<file path="src/rtl/fifo_arb_pkg.sv">
// Shared definitions for the FIFO write-port arbiter: state encoding,
// counter width and a constant-evaluable ceil(log2) helper.
package fifo_arb_pkg;

    typedef enum logic {
        IDLE  = 1'b0,
        BURST = 1'b1
    } arb_state_e;

    localparam int unsigned CNT_W = 4;

    function automatic int unsigned clog2(input int unsigned n);
        int unsigned r;
        r = 0;
        while ((32'd1 << r) < n) begin
            r++;
        end
        return (r == 0) ? 1 : r;
    endfunction

endpackage

</file>
<file path="src/rtl/rr_pick.sv">
// Combinational round-robin selector: first set bit of req_i scanning
// last_i+1, last_i+2, ... modulo NREQ (last_i itself is visited last).
module rr_pick
    import fifo_arb_pkg::*;
#(
    parameter int unsigned NREQ = 4,
    parameter int unsigned IDW  = clog2(NREQ)
) (
    input  logic [NREQ-1:0] req_i,
    input  logic [IDW-1:0]  last_i,
    output logic            found_o,
    output logic [IDW-1:0]  index_o
);

    always_comb begin
        int unsigned    idx;
        logic [IDW-1:0] sel;
        found_o = 1'b0;
        index_o = '0;
        idx     = 0;
        sel     = '0;
        for (int unsigned k = 1; k <= NREQ; k++) begin
            idx = (32'(last_i) + k) % NREQ;
            sel = IDW'(idx);
            if (!found_o && req_i[sel]) begin
                found_o = 1'b1;
                index_o = sel;
            end
        end
    end

endmodule

</file>
<file path="src/rtl/fifo_wr_arbiter.sv">
// Round-robin write-port arbiter for the async FIFO (wclk domain). A grant
// owns the port for a whole packet, up to MAX_BURST beats, or until it idles.
module fifo_wr_arbiter
    import fifo_arb_pkg::*;
#(
    parameter int unsigned DSIZE     = 8,
    parameter int unsigned NREQ      = 4,
    parameter int unsigned MAX_BURST = 4,
    parameter int unsigned IDLE_TO   = 8
) (
    input  logic                   wclk,
    input  logic                   wrst,
    input  logic [NREQ-1:0]        req_valid,
    input  logic [NREQ*DSIZE-1:0]  req_data,
    input  logic [NREQ-1:0]        req_last,
    output logic [NREQ-1:0]        req_ready,
    input  logic                   wfull,
    output logic [DSIZE-1:0]       wdata,
    output logic                   winc,
    output logic [clog2(NREQ)-1:0] grant_id,
    output logic                   busy
);

    localparam int unsigned IDW = clog2(NREQ);

    arb_state_e       state_q, state_d;
    logic [IDW-1:0]   owner_q, owner_d;
    logic [IDW-1:0]   last_q, last_d;
    logic [CNT_W-1:0] beat_q, beat_d;
    logic [CNT_W-1:0] idle_q, idle_d;

    logic [DSIZE-1:0] lane_data [NREQ];
    logic [NREQ-1:0]  owner_oh;
    logic [NREQ-1:0]  pick_req;
    logic [IDW-1:0]   pick_from;
    logic [IDW-1:0]   pick_idx;
    logic             pick_found;
    logic             in_burst;
    logic             owner_valid;
    logic             accept;
    logic             pkt_done;
    logic             burst_end;

    for (genvar g = 0; g < NREQ; g++) begin : g_lane
        assign lane_data[g] = req_data[g*DSIZE +: DSIZE];
    end

    always_comb begin
        owner_oh          = '0;
        owner_oh[owner_q] = 1'b1;
    end

    assign in_burst    = (state_q == BURST);
    assign owner_valid = req_valid[owner_q];
    assign accept      = in_burst && owner_valid && !wfull && !wrst;
    assign pkt_done    = accept && req_last[owner_q];
    assign burst_end   = in_burst &&
                         ((accept && (req_last[owner_q] || beat_q == CNT_W'(MAX_BURST - 1))) ||
                          (!owner_valid && idle_q == CNT_W'(IDLE_TO - 1)));

    // One selector serves both paths: from last_owner in IDLE, from the
    // current owner at burst end. A finished packet's own valid is already
    // consumed, so the owner is masked out of the rescan in that case only.
    assign pick_from = in_burst ? owner_q : last_q;
    assign pick_req  = pkt_done ? (req_valid & ~owner_oh) : req_valid;

    rr_pick #(
        .NREQ (NREQ),
        .IDW  (IDW)
    ) u_pick (
        .req_i   (pick_req),
        .last_i  (pick_from),
        .found_o (pick_found),
        .index_o (pick_idx)
    );

    always_comb begin
        state_d = state_q;
        owner_d = owner_q;
        last_d  = last_q;
        beat_d  = beat_q;
        idle_d  = idle_q;
        unique case (state_q)
            IDLE: begin
                if (pick_found) begin
                    state_d = BURST;
                    owner_d = pick_idx;
                    beat_d  = '0;
                    idle_d  = '0;
                end
            end
            BURST: begin
                if (accept) begin
                    beat_d = beat_q + 1'b1;
                end
                idle_d = owner_valid ? '0 : idle_q + 1'b1;
                if (burst_end) begin
                    last_d = owner_q;
                    beat_d = '0;
                    idle_d = '0;
                    if (pick_found) begin
                        owner_d = pick_idx;
                    end else begin
                        state_d = IDLE;
                    end
                end
            end
            default: state_d = IDLE;
        endcase
    end

    always_ff @(posedge wclk) begin
        if (wrst) begin
            state_q <= IDLE;
            owner_q <= '0;
            last_q  <= IDW'(NREQ - 1);
            beat_q  <= '0;
            idle_q  <= '0;
        end else begin
            state_q <= state_d;
            owner_q <= owner_d;
            last_q  <= last_d;
            beat_q  <= beat_d;
            idle_q  <= idle_d;
        end
    end

    assign busy      = in_burst;
    assign grant_id  = owner_q;
    assign winc      = accept;
    assign req_ready = accept ? owner_oh : '0;
    assign wdata     = in_burst ? lane_data[owner_q] : '0;

endmodule

</file>
<file path="config.mk">
export PLATFORM = sky130hd
export DESIGN_NAME = fifo_wr_arbiter
export DESIGN_NICKNAME = d
export VERILOG_FILES = /design/src/rtl/fifo_arb_pkg.sv /design/src/rtl/rr_pick.sv /design/src/rtl/fifo_wr_arbiter.sv
export SDC_FILE = /design/constraint.sdc
export NUM_CORES = 1
export LEC_CHECK = 0
export BUFFER_PORTS_ARGS = -buffer_cell sky130_fd_sc_hd__buf_2
export CAP_MARGIN = 5
export CORE_MARGIN = 2
export CORE_UTILIZATION = 45
export CTS_CLUSTER_DIAMETER = 200
export DETAILED_ROUTE_END_ITERATION = 8
export GPL_TIMING_DRIVEN = 0
export HOLD_SLACK_MARGIN = 0.08
export PLACE_DENSITY = 0.89
export SYNTH_ARGS = -nofsm -noshare
export SYNTH_HDL_FRONTEND = slang
export SYNTH_SLANG_ARGS = --single-unit
</file>
<file path="constraint.sdc">
create_clock -name wclk -period 2.91 [get_ports wclk]
set_clock_uncertainty 0.1 [all_clocks]
set_input_delay 0.582 -clock wclk [delete_from_list [all_inputs] [get_ports wclk]]
set_output_delay 0.582 -clock wclk [all_outputs]
set_load 0.01 [all_outputs]
</file>
Word level (Yosys, flattened, before mapping)
Cells that the tools add are included.
{"block": "classes", "order_cmp": 7, "n_addsub": 6, "reduce_logical": 21, "n_bitwise": 4, "n_eq_ne": 5, "mux": 42}
{"cell": "$mux W4", "n": 7}
{"cell": "$mux W8", "n": 3}
{"cell": "$bmux W8 S2", "n": 1}
{"cell": "$pmux W4 S2", "n": 2}
{"cell": "$lt A2 B3 Y1 const B", "n": 5}
{"cell": "$mux W2", "n": 7}
{"cell": "$mux W1", "n": 13}
{"cell": "$bmux W1 S2", "n": 6}
{"cell": "$logic_and A1 B1 Y1", "n": 11}
{"cell": "$add A4 B1 Y4 const B", "n": 2}
{"cell": "$logic_not A1 Y1", "n": 6}
{"cell": "$add A2 B1 Y2 const B", "n": 2}
{"cell": "$add A2 B2 Y2 const B", "n": 2}
{"cell": "$and A4 B4 Y4", "n": 1}
{"cell": "$eq A4 B2 Y1 const B", "n": 1}
{"cell": "$eq A4 B3 Y1 const B", "n": 1}
{"cell": "$not A4 Y4", "n": 1}
{"cell": "$pmux W2 S2", "n": 1}
{"cell": "$reduce_and A2 Y1", "n": 2}
{"cell": "$ge A3 B3 Y1 const B", "n": 1}
{"cell": "$ne A3 B1 Y1 const B", "n": 1}
{"cell": "$not A2 Y3", "n": 1}
{"cell": "$demux W1 S2", "n": 1}
{"cell": "$ge A2 B1 Y1 const B", "n": 1}
{"cell": "5 further kinds", "n": 6}
{"block": "word_totals", "out_inout_bits": 16, "in_bits": 43, "elab_cells": 90, "ff_bits": 13}

Logic depth before layout (Yosys ltp)
{"block": "logic_depth", "ltp_word": 22, "ltp_mapped": 7, "ltp_nobuf": 6}

Hierarchy
From an unflattened synthesis, not the netlist that was laid out.
{"block": "unflattened", "hier_cells": 133, "hier_area_um2": 1224.9}
{"mod": "fifo_wr_arbiter", "area_per_inst_um2": 1133.6, "seq_area_each_um2": 260.2, "n_inst": 1, "cells_per_inst": 119}
{"mod": "rr_pick", "area_per_inst_um2": 91.3, "seq_area_each_um2": 0.0, "n_inst": 1, "cells_per_inst": 14}

Worst setup path after synthesis
Ideal clock, no wire load.
{"block": "synth_timing", "path_type": "register -> output", "start": "register owner_q[0], in the netlist grant_id[0]", "end": "output port wdata[2]", "path_buffers": 2, "setup_slack_ps": 474, "t_required_ps": 2228, "t_arrival_ps": 1754, "path_stages_with_launch": 5, "cell_sequence": "dfxtp_1 -> buf_2 -> buf_1 -> mux4_2 -> and2_1"}
{"block": "synth_via", "elab_chain_len": 5}
{"item": "start: declaration", "line_no": "fifo_wr_arbiter.sv:27", "source": "logic [IDW-1:0] owner_q, owner_d;"}
{"item": "start signal: assignment", "line_no": "fifo_wr_arbiter.sv:121", "source": "owner_q <= owner_d;"}
{"item": "$not A2 Y3 (implied by the code)", "line_no": "fifo_wr_arbiter.sv:132", "source": "assign wdata = in_burst ? lane_data[owner_q] : '0;"}
{"item": "$bmux W8 S2", "line_no": "fifo_wr_arbiter.sv:132"}
{"item": "$mux W8 (implied by the code) (2 in a row)", "line_no": "fifo_wr_arbiter.sv:132"}
{"item": "$mux W8", "line_no": "fifo_wr_arbiter.sv:132"}
{"item": "end: declaration", "line_no": "fifo_wr_arbiter.sv:18", "source": "output logic [DSIZE-1:0] wdata,"}
Every way passes these cells. The select of a mux whose other input is x is not followed.

Final worst setup path
{"block": "layout_timing", "start": "register owner_q[0], in the netlist grant_id[0]", "end": "output port req_ready[2]"}
{"block": "layout_via", "elab_chain_len": 6, "elab_cells_between_ends": 11, "cone_classes": "2 x order compare; 5 x mux; 4 x reduce/logical"}
{"item": "branches (longest 5 deep; another with $lt A2 B3 Y1)"}
{"item": "$mux W4 (*)", "line_no": "fifo_wr_arbiter.sv:131", "source": "assign req_ready = accept ? owner_oh : '0;"}
{"item": "end: declaration", "line_no": "fifo_wr_arbiter.sv:16", "source": "output logic [NREQ-1:0] req_ready,"}
Mark *: on every way between the ends. The select of a mux whose other input is x is not followed.

==> results.cfg <==
[outcome]
outcome = finished, final reports clean

[worst_setup_path]
crit_path_max_fanout = 10
critical_path_arrival_ns = 2.04
crit_path_start_kind = register
worst_path_largest_cell_delay_ns = 0.57
critical_path.cell_chain = clkbuf_4 > mux4_2 > nand2_2 > inv_1 > and3_1 > buf_2
cp_data_required_time_ns = 2.23
worst-r2r-cell-count = 6
critPathCaptureType = primary output
crit_type = register to primary output
crit_slowest_cell = sky130_fd_sc_hd__mux4_2

[yosys]
synth.top_cells.by_count = sky130_fd_sc_hd__dfxtp_1, sky130_fd_sc_hd__mux4_2, sky130_fd_sc_hd__and2_1, sky130_fd_sc_hd__nand2_1, sky130_fd_sc_hd__nor2_1
yosys.cell_types.count = 44
netlist_top_cells_area = sky130_fd_sc_hd__dfxtp_1, sky130_fd_sc_hd__mux4_2, sky130_fd_sc_hd__and2_1, sky130_fd_sc_hd__mux2i_1, sky130_fd_sc_hd__a211oi_2
yosysMostFrequentCell = sky130_fd_sc_hd__dfxtp_1
synth.net_count = 176
count_of_yosys_warnings_during_synthesis = 0
synth.top_cell.area_share = 0.213
number_of_register_bits_inferred_by_synthesis = 13
number_of_enable_type_register_cells_in_the_synthesized_netlist = 0
synth-seq-area-share = 0.213
synthCells = 131
ys_async_sr_fraction = 0
top_ff_cell_synth = sky130_fd_sc_hd__dfxtp_1
synth_area_leader_cell = sky130_fd_sc_hd__dfxtp_1
netlist_area_um2 = 1220
post_synth.cell_area_avg_um2 = 9.32

[route]
routed_wirelength_um = 3100
vias_per_cell = 5.79
antenna_violation_net_count_after_detailed_routing = 0
post_drt_wl_per_cell_um = 13.8
drt_drc_violations_left = 0
detailedRoute.firstPassIterationCount = 4
drt_iter0_drc = 22
dr_total_vias = 1303

[placement]
post-place-cells = 219
detailed_place_hpwl_um = 2510
place_worst_setup_slack_ns = 0.162
numPortBuffers = 58
last_weighted_congestion_value_of_the_routability_driven_placer = 0.858

[sta]
max_slew_violation_count = 0
final.hold.worst_slack_ns = 0.380
timing.max_slew.rel_slack = 0.637
min_period_over_period = 0.935
tightestPinTransition_ns = 0.545
finalCriticalPeriod_ns = 2.72
finalSetupTns_ns = 0
rsz_0062_raised_after_global_routing = no
achievable_clock_frequency_mhz = 368
finalHoldViolations = 0
setup_slack_ns = 0.189
final-setup-viol-count = 0

[global_routing]
grt_start_max_net_pins = 11
wire_length_of_the_first_global_routing_pass_um = 5380
via_count_of_the_first_global_routing_pass = 1238
antenna_found_initial = 0
grt_overflow_total = 0
gr-usage-all-layers = 0.208

[clock_network]
cts-hold-fix-buffers = 0
worst_setup_hold_path_clk_slew_ns = 0.09
clock_tree.buffer_depth = 2
tritoncts.num_buffers = 3
clock_tree.root_cell = sky130_fd_sc_hd__clkbuf_4
cts.sinks = 13
htreeDepth = 1
worst_skew_pair.late_latency_ns = 0.29
tritoncts = yes

[job]
maxCapViolations = 0

[pwr]
power_leakage_nw = 0.705
power-per-cell-area_nw_per_um2 = 321
max-vdd-ir-drop_mv = 0.252

[floorplanning]
die_width_um = 56.1
fp.coreArea_um2 = 2520
num_io_pins = 59
die_y_um = 56.1
rows = 18
initial_utilization = 0.484
die_area_um2 = 3150

[finish]
filler_cell_count = 221
finalNonFillerCells = 225
area.growth.synth_to_final_pct = 30.8
insertedDiodeCount = 0
drive_gt1_frac = 0.451
final_nets = 241

[hold_path]
min_path_cells = 1
hold_class = register to register
[metrics by stage]
step | total power [mW] | area [um^2] | utilization
2_1_floorplan | 0.325 | 1220 | -
3_3_place_gp | 0.389 | 1550 | 0.614
3_5_place_dp | 0.393 | 1550 | 0.614
4_1_cts | 0.511 | 1580 | 0.625
5_1_grt | 0.548 | 1600 | 0.633
6_report | 0.514 | 1600 | 0.633
[cell families after synthesis]
family	share of synthesized area
AOI/OAI and AO/OA	0.273
adders and majority gates	0.0205
buffers and inverters	0.0440
DFF	0.213
muxes	0.217
and+or+nand+nor	0.233
[per-layer routing]
layer	global-route usage	share of wire
met5	0	0
met4	0.0510	0.0074
met3	0.0581	0.099
met2	0.366	0.47
met1	0.249	0.42
[area by class of cell]
type	count	area, um^2	share of cell area
plain buffers	7	40.0	0.0251
clock buffers	4	26.3	0.0164
flip-flops and latches	13	260	0.163
inverters	5	18.8	0.0117
repair buffers	60	305	0.191
multi-input cells	106	910	0.569
well taps	30	37.5	0.0235
[worst max-delay path: cells and delay by family, from the launching register on]
kind,cells,cell delay (ns)
flip-flops,1,0.34
multiplexers,1,0.57
buffers and inverters,3,0.49
AND/OR/NAND/NOR,2,0.35
[what timing repair did]
item / 4_1_cts / 5_1_grt
gates cloned: 0 / 0
endpoints found under the setup margin: 5 / 2
setup buffers: 0 / 2
gates resized for setup: 1 / 4
[final timing paths]
kind                            start                endpoint  slack, ns
max          grant_id[0]$_SDFFE_PP0P_            req_ready[2]       0.19
min            idle_q[3]$_SDFFE_PP0P_  idle_q[3]$_SDFFE_PP0P_       0.38
max reg2reg           busy$_SDFF_PP0_  beat_q[0]$_SDFFE_PP0P_       0.46
min reg2reg    idle_q[3]$_SDFFE_PP0P_  idle_q[3]$_SDFFE_PP0P_       0.38
[flip-flops by register name, indices dropped and copies added (netlist names)]
register  count
beat_q        4
idle_q        4
grant_id      2
last_q        2
busy          1
[cells in the final DEF, fill, tap and decap left out, types with 2 or more instances in the layout]
| cell | count |
|---|---|
| sky130_fd_sc_hd__nand2_1 | 8 |
| sky130_fd_sc_hd__and2_1 | 9 |
| sky130_fd_sc_hd__clkbuf_4 | 4 |
| sky130_fd_sc_hd__nor3b_1 | 2 |
| sky130_fd_sc_hd__a21oi_1 | 5 |
| sky130_fd_sc_hd__nor2_1 | 8 |
| sky130_fd_sc_hd__o31a_1 | 2 |
| sky130_fd_sc_hd__nor3_1 | 5 |
| sky130_fd_sc_hd__buf_2 | 59 |
| sky130_fd_sc_hd__o21ai_1 | 3 |
| sky130_fd_sc_hd__o21ai_0 | 5 |
| sky130_fd_sc_hd__dfxtp_1 | 13 |
| sky130_fd_sc_hd__a41oi_1 | 2 |
| sky130_fd_sc_hd__inv_1 | 5 |
| sky130_fd_sc_hd__mux4_2 | 10 |
| sky130_fd_sc_hd__nand2b_1 | 3 |
| sky130_fd_sc_hd__nor2b_1 | 2 |
| sky130_fd_sc_hd__a22oi_1 | 2 |
| sky130_fd_sc_hd__ha_1 | 2 |
| sky130_fd_sc_hd__buf_4 | 2 |
| sky130_fd_sc_hd__a211oi_2 | 3 |
| sky130_fd_sc_hd__clkbuf_1 | 4 |
| sky130_fd_sc_hd__nand3_1 | 2 |
| sky130_fd_sc_hd__and3_1 | 4 |
| sky130_fd_sc_hd__nand3b_1 | 3 |
| sky130_fd_sc_hd__o22ai_1 | 3 |
| sky130_fd_sc_hd__a21oi_2 | 2 |
| sky130_fd_sc_hd__mux2i_1 | 4 |
[report_power, final]
group          internal [mW]  switching (mW)
sequential             0.184         0.00466
combinational          0.107           0.100
clock                 0.0532          0.0646
total                  0.344           0.169
(Power assumes the default switching activity.)
